### src/rtl/mcs_riot_pkg.sv
// Shared address-field constants, prescale encoding and status layout for the multiport RIOT.
package mcs_riot_pkg;

    localparam logic PORT_SPACE  = 1'b0;
    localparam logic TIMER_SPACE = 1'b1;
    localparam logic SEL_DDR     = 1'b1;
    localparam logic SEL_STATUS  = 1'b1;

    localparam int STAT_TIMER_BIT = 7;
    localparam int STAT_EDGE_BIT  = 6;

    localparam int PRESCALE_W = 10;

    typedef enum logic [1:0] {
        DIV1    = 2'd0,
        DIV8    = 2'd1,
        DIV64   = 2'd2,
        DIV1024 = 2'd3
    } prescale_t;

    // Terminal count of the prescale counter: divide-1.
    function automatic logic [PRESCALE_W-1:0] div_tc(input prescale_t d);
        case (d)
            DIV1:    return 10'd0;
            DIV8:    return 10'd7;
            DIV64:   return 10'd63;
            DIV1024: return 10'd1023;
            default: return 10'd0;
        endcase
    endfunction

endpackage

### src/rtl/mcs_interval_timer.sv
// Interval timer: prescaler, down-counter, underflow flag and post-underflow divide-by-1 mode.
// A load wins over a same-cycle underflow; an underflow wins over a same-cycle flag clear.
module mcs_interval_timer
    import mcs_riot_pkg::*;
#(
    parameter int TIMER_W = 8
) (
    input  logic               phi2,
    input  logic               rst,
    input  logic               load,
    input  logic [TIMER_W-1:0] load_val,
    input  logic [1:0]         load_div,
    input  logic               clear_flag,
    output logic [TIMER_W-1:0] value,
    output logic               flag
);

    logic [PRESCALE_W-1:0] cnt;
    logic [PRESCALE_W-1:0] tc;
    prescale_t             div;
    logic                  fast;
    logic                  tick;
    logic                  underflow;

    assign tc        = fast ? '0 : div_tc(div);
    assign tick      = (cnt == tc);
    assign underflow = tick && (value == '0);

    always_ff @(posedge phi2 or posedge rst) begin
        if (rst) begin
            cnt   <= '0;
            value <= '0;
            div   <= DIV1;
            fast  <= 1'b0;
            flag  <= 1'b0;
        end else if (load) begin
            cnt   <= '0;
            value <= load_val;
            div   <= prescale_t'(load_div);
            fast  <= 1'b0;
            flag  <= 1'b0;
        end else begin
            if (tick) begin
                cnt   <= '0;
                // Decrementing zero wraps to all-ones, which is the underflow reload value.
                value <= value - TIMER_W'(1);
                if (underflow) begin
                    fast <= 1'b1;
                end
            end else begin
                cnt <= cnt + PRESCALE_W'(1);
            end
            if (underflow) begin
                flag <= 1'b1;
            end else if (clear_flag) begin
                flag <= 1'b0;
            end
        end
    end

endmodule

### src/rtl/mcs_multiport_riot.sv
// Multiport 6530-style I/O core: per-port data/DDR latches, interval timer, port-0 MSB edge IRQ.
// Reads return registered data with oe one cycle after the access; no backpressure.
module mcs_multiport_riot
    import mcs_riot_pkg::*;
#(
    parameter int NUM_PORTS = 2,
    parameter int PORT_W    = 8,
    parameter int TIMER_W   = 8
) (
    input  logic                        phi2,
    input  logic                        rst,
    input  logic                        cs,
    input  logic                        we_n,
    input  logic [4:0]                  addr,
    input  logic [7:0]                  di,
    // Read data bus; "do" is a reserved word, hence dout.
    output logic [7:0]                  dout,
    output logic                        oe,
    output logic [NUM_PORTS*PORT_W-1:0] pao,
    input  logic [NUM_PORTS*PORT_W-1:0] pai,
    output logic [NUM_PORTS*PORT_W-1:0] ddr,
    output logic                        irq,
    output logic                        irq_en
);

    if (TIMER_W != 8) begin : g_bad_timer_w
        $error("mcs_multiport_riot: only TIMER_W=8 is supported");
    end

    logic              rd;
    logic              wr;
    logic [2:0]        idx;
    logic              timer_load;
    logic              timer_rd;
    logic              edge_wr;
    logic              status_rd;
    logic [TIMER_W-1:0] timer_val;
    logic              timer_flag;
    logic              timer_ie;
    logic              edge_ie;
    logic              edge_pol;
    logic              edge_prev;
    logic              edge_flag;
    logic              edge_in;
    logic              edge_hit;
    logic [7:0]        rd_val;
    logic [PORT_W-1:0] pin_val [NUM_PORTS];

    assign rd  = cs & we_n;
    assign wr  = cs & ~we_n;
    assign idx = addr[3:1];

    assign timer_load = wr && (addr[4] == TIMER_SPACE) && (addr[2] != SEL_STATUS);
    assign timer_rd   = rd && (addr[4] == TIMER_SPACE) && (addr[2] != SEL_STATUS);
    assign edge_wr    = wr && (addr[4] == TIMER_SPACE) && (addr[2] == SEL_STATUS);
    assign status_rd  = rd && (addr[4] == TIMER_SPACE) && (addr[2] == SEL_STATUS);

    for (genvar p = 0; p < NUM_PORTS; p++) begin : g_port
        logic [PORT_W-1:0] data_q;
        logic [PORT_W-1:0] dir_q;

        always_ff @(posedge phi2 or posedge rst) begin
            if (rst) begin
                data_q <= '0;
                dir_q  <= '0;
            end else if (wr && (addr[4] == PORT_SPACE) && (idx == 3'(p))) begin
                if (addr[0] == SEL_DDR) begin
                    dir_q <= di[PORT_W-1:0];
                end else begin
                    data_q <= di[PORT_W-1:0];
                end
            end
        end

        // Output bits read back the latch, input bits read the pin.
        assign pin_val[p]                = (data_q & dir_q) | (pai[p*PORT_W +: PORT_W] & ~dir_q);
        assign pao[p*PORT_W +: PORT_W]   = data_q;
        assign ddr[p*PORT_W +: PORT_W]   = dir_q;
    end

    mcs_interval_timer #(
        .TIMER_W (TIMER_W)
    ) u_timer (
        .phi2       (phi2),
        .rst        (rst),
        .load       (timer_load),
        .load_val   (di[TIMER_W-1:0]),
        .load_div   (addr[1:0]),
        .clear_flag (timer_rd),
        .value      (timer_val),
        .flag       (timer_flag)
    );

    // Unimplemented port indices fall through with zero.
    always_comb begin
        rd_val = '0;
        if (addr[4] == TIMER_SPACE) begin
            if (addr[2] == SEL_STATUS) begin
                rd_val[STAT_TIMER_BIT] = timer_flag;
                rd_val[STAT_EDGE_BIT]  = edge_flag;
            end else begin
                rd_val = 8'(timer_val);
            end
        end else begin
            for (int p = 0; p < NUM_PORTS; p++) begin
                if (idx == 3'(p)) begin
                    rd_val = (addr[0] == SEL_DDR) ? 8'(ddr[p*PORT_W +: PORT_W]) : 8'(pin_val[p]);
                end
            end
        end
    end

    always_ff @(posedge phi2 or posedge rst) begin
        if (rst) begin
            dout <= '0;
            oe   <= 1'b0;
        end else begin
            oe <= rd;
            if (rd) begin
                dout <= rd_val;
            end
        end
    end

    assign edge_in  = pai[PORT_W-1];
    assign edge_hit = edge_pol ? (edge_in & ~edge_prev) : (~edge_in & edge_prev);

    always_ff @(posedge phi2 or posedge rst) begin
        if (rst) begin
            timer_ie  <= 1'b0;
            edge_ie   <= 1'b0;
            edge_pol  <= 1'b0;
            edge_prev <= 1'b0;
            edge_flag <= 1'b0;
        end else begin
            edge_prev <= edge_in;
            if (timer_load || timer_rd) begin
                timer_ie <= addr[3];
            end
            if (edge_wr) begin
                edge_pol <= di[0];
                edge_ie  <= di[1];
            end
            if (edge_hit) begin
                edge_flag <= 1'b1;
            end else if (status_rd) begin
                edge_flag <= 1'b0;
            end
        end
    end

    assign irq    = ~((timer_flag & timer_ie) | (edge_flag & edge_ie));
    assign irq_en = timer_ie | edge_ie;

endmodule

### config.mk
export PLATFORM = sky130hd
export DESIGN_NAME = mcs_multiport_riot
export DESIGN_NICKNAME = d
export VERILOG_FILES = /design/src/rtl/mcs_riot_pkg.sv /design/src/rtl/mcs_interval_timer.sv /design/src/rtl/mcs_multiport_riot.sv
export SDC_FILE = /design/constraint.sdc
export NUM_CORES = 1
export LEC_CHECK = 0
export ABC_AREA = 1
export CORE_UTILIZATION = 30
export DETAILED_ROUTE_END_ITERATION = 10
export PLACE_DENSITY = 0.52
export SETUP_SLACK_MARGIN = 0.3
export SLEW_MARGIN = 40
export SYNTH_ARGS = -nofsm -noshare
export SYNTH_HDL_FRONTEND = slang
export SYNTH_HIERARCHICAL = 1
export SYNTH_SLANG_ARGS = --single-unit
### constraint.sdc
create_clock -name phi2 -period 1.5 [get_ports phi2]
set_input_delay 0.3 -clock phi2 [delete_from_list [all_inputs] [get_ports phi2]]
set_output_delay 0.3 -clock phi2 [all_outputs]
set_load 0.05 [all_outputs]
==> impl_metrics.yaml <==
floorplan:
  total_core_area_sq_um: 12000
  initial_utilization: 0.307
  die_h_um: 113
  dieArea_sq_um: 12800
  floorplan.io_pins: 76
  core.rowCount: 40
  die_w_um: 113
sta:
  unrepaired_setup_endpoints_after_global_routing: "true"
  report.final.setup_viol: 0
  setup_total_negative_slack_ns: 0
  fmaxAchievable_ghz: 0.709
  slew-limit-headroom: 0.771
  tightest_slew_ns: 0.340
  portion_of_the_clock_cycle_consumed_by_the_worst_path_in_the_final_layout: 0.940
  finClkSkew_ns: 0.00801
  maxSlewViolCount: 0
  fin_hold_ws_ns: 0.362
  period_needed_ns: 1.41
  finalHoldViolations: 0
setup_path:
  timing.critical_path.arrival_ns: 1.11
  required_time_of_the_worst_setup_path_ns: 1.20
  timing.critical_path.to_type: "output port"
  cp-start-kind: "flop"
  setup.worst_path.class: "reg -> out"
  worst_path_largest_cell_delay_ns: 0.37
  crit_fanout: 2
  cell_by_cell_listing_of_the_critical_path: "inv_2 -> o22ai_1 -> inv_1 -> buf_12"
  path_delay_family: "flip-flops"
  critical_path.slowest_cell: "dfrtp_1"
  crit_buf_inv: 3
yosys:
  dominant_combinational_cell_family_by_area_after_synthesis: "simple AND/OR/NAND/NOR gates"
  syn-num-nets: 540
  postSynthAreaPerCell_sq_um: 7.31
  postSynth.topFlopCell: "dfrtp_1"
  synth.cells.most_frequent: "175 x nand2_1, 68 x dfrtp_1, 59 x nor2_1, 53 x inv_1, 29 x nand3_1"
  ys.warnings.count: 6
  synthXorXnorAreaFrac: 0.0142
  synth_compound_area_frac: 0.104
  ys_seq_elements: 68
  post_synth_mux_area_share: 0
  cell_taking_the_most_area_after_synthesis: "dfrtp_1"
  post_synth_instance_area_sq_um: 3690
  synthAdderAreaFrac: 0.00678
  post-synth-top-count-cell: "nand2_1"
  yosysUniqueCellTypes: 32
  async_flop_share: 1.00
  synth_edf_count: 0
  post_synth_and_or_nand_nor_area_fraction: 0.325
  synth.top_cell.area_share: 0.461
  synthTopCellsByArea: "dfrtp_1 46%, nand2_1 18%, nor2_1 6.0%"
  syn-instance-count: 505
  synth.yosys.seq_area_share: 0.461
placement:
  gp_congestion: 0.808
  place.port_buffers: 75
  post-dp-hpwl_mm: 8.33
  post-place-cells: 747
routing:
  finalWirelength_mm: 12.5
  wl_per_cell_um: 15.3
  drt_drc_violations_left: 0
  drt_first_pass_iters: 5
  remaining_number_of_nets_flagged_by_the_antenna_check_after_routing: 0
  routed_vias_inst: 4.78
  vias: 3918
  dr.first_iter.drc_count: 234
run:
  max_cap_viol_count: 0
clocking:
  cts_made_buffers: 9
  clk_pin_slew_ns: 0.06
  cts-htree-levels: 3
  clkSinkCount: 68
  tritoncts: "built"
  clock-root-buffer: "clkbuf_16"
  ctsLongestPathBuffers: 2
  clkLatencyLatePin_ns: 0.33
outcome:
  run_status: "complete, no violations"
global_routing:
  grt_start_max_net_pins: 47
  grt_overflow_total: 0
  antenna_found_initial: 0
  number_of_global_route_vias_before_repair: 3799
  grt_usage: 0.202
  grt_pass1_wl_mm: 19.6
layout:
  ant_diodes: 0
  post_layout_nonfiller_instances: 819
  drive_gt1_frac: 0.390
  layout-area-overhead-vs-synth_pct: 73.8
  layout.nets: 702
  finalCoreUtilization: 0.534
power_and_ir_drop:
  fin_total_pwr_uw: 9100
  worst_ir_drop_vdd_v: 0.000617
  power.leakage_uw: 0.00309
  cellPowerDensity_nw_per_um2: 1420
worst_hold_path:
  hold_path_class: "in -> reg"
## registers in the layout (all words and copies together), names as in the netlist
register and count:
dout 8, edge_flag 1, edge_ie 1, edge_pol 1
edge_prev 1, g_port.data_q 16, g_port.dir_q 16, oe 1
timer_ie 1, u_timer/cnt 10, u_timer/div 2, u_timer/fast 1
u_timer/flag 1, u_timer/value 8
## through the flow
step / setup WS (ns) / area (sq um)
after CTS: 0.0864 / 6130
after floorplan: 0.169 / 3750
after global routing: -0.00177 / 6410
after global placement: -0.383 / 5330
final: 0.0903 / 6410
after detailed placement: -0.408 / 5330
## repair_timing
item                                    4_1_cts  5_1_grt
hold buffers                                  0        0
pin swaps                                    16       28
endpoints found under the hold margin         0        0
buffers inserted                             42       11
resized for setup                            54       73
endpoints found under the setup margin      105      103
gates cloned                                  2        1
## cells in the final DEF (no fill, tap or decap), drive strengths merged, types with 5 or more instances in the layout
master,count
nor2,60
o21ai,51
clkbuf,15
buf,129
inv,57
dfrtp,68
nand2,190
clkdlybuf4s50,25
xor2,5
nand3,31
a21oi,15
## worst register-to-register path, delay by kind of cell, from the launching register on
kind,cells,cell delay (ns)
AOI/OAI and AO/OA,1,0.22
DFF,1,0.43
and+or+nand+nor,6,0.70
## kinds of logic (layout without fill, tap and decap cells)
family / count (synthesis) / in the layout
compound gates: 70 / 70
xor+xnor: 6 / 6
fa+ha+maj: 2 / 2
buf+inv: 72 / 237
flops: 68 / 68
simple gates: 287 / 289
## power by group
part | total [uW] | internal (uW) | switching, uW | leakage [uW]
clock network | 2540 | 1720 | 818 | 0.000172
logic | 3820 | 1800 | 2020 | 0.00207
registers | 2750 | 2230 | 518 | 0.000850
## layout make-up
class | count | area, sq um
fillers | 1095 | 5600
repair buffers | 161 | 1960
multi-input cells | 367 | 1930
flip-flops and latches | 68 | 1720
inverters | 60 | 255
clock buffers | 11 | 253
well taps | 147 | 184
clock inverters | 5 | 106
## routing by layer
layer,global-route usage,vias to the layer above,wire [um]
met2,0.339,132,6270
met1,0.266,1859,5360
met4,0.0640,0,166
met5,0,-,0
li1,-,1913,-
met3,0.0359,14,701
## final timing paths
kind | cells past startpoint | startpoint | slack, ns | to
max | 4 | edge_ie | 0.09 | irq
min | 4 | addr[1] | 0.36 | u_timer/div[1]
max reg2reg | 7 | u_timer/div[0] | 0.09 | u_timer/value[5]
min reg2reg | 2 | edge_pol | 0.55 | edge_pol
max in group asynchronous | 3 | rst | 0.83 | g_port[1].data_q[6]
min in group asynchronous | 3 | rst | 0.42 | u_timer/div[1]
No activity file was read; power rests on OpenSTA's default activity.
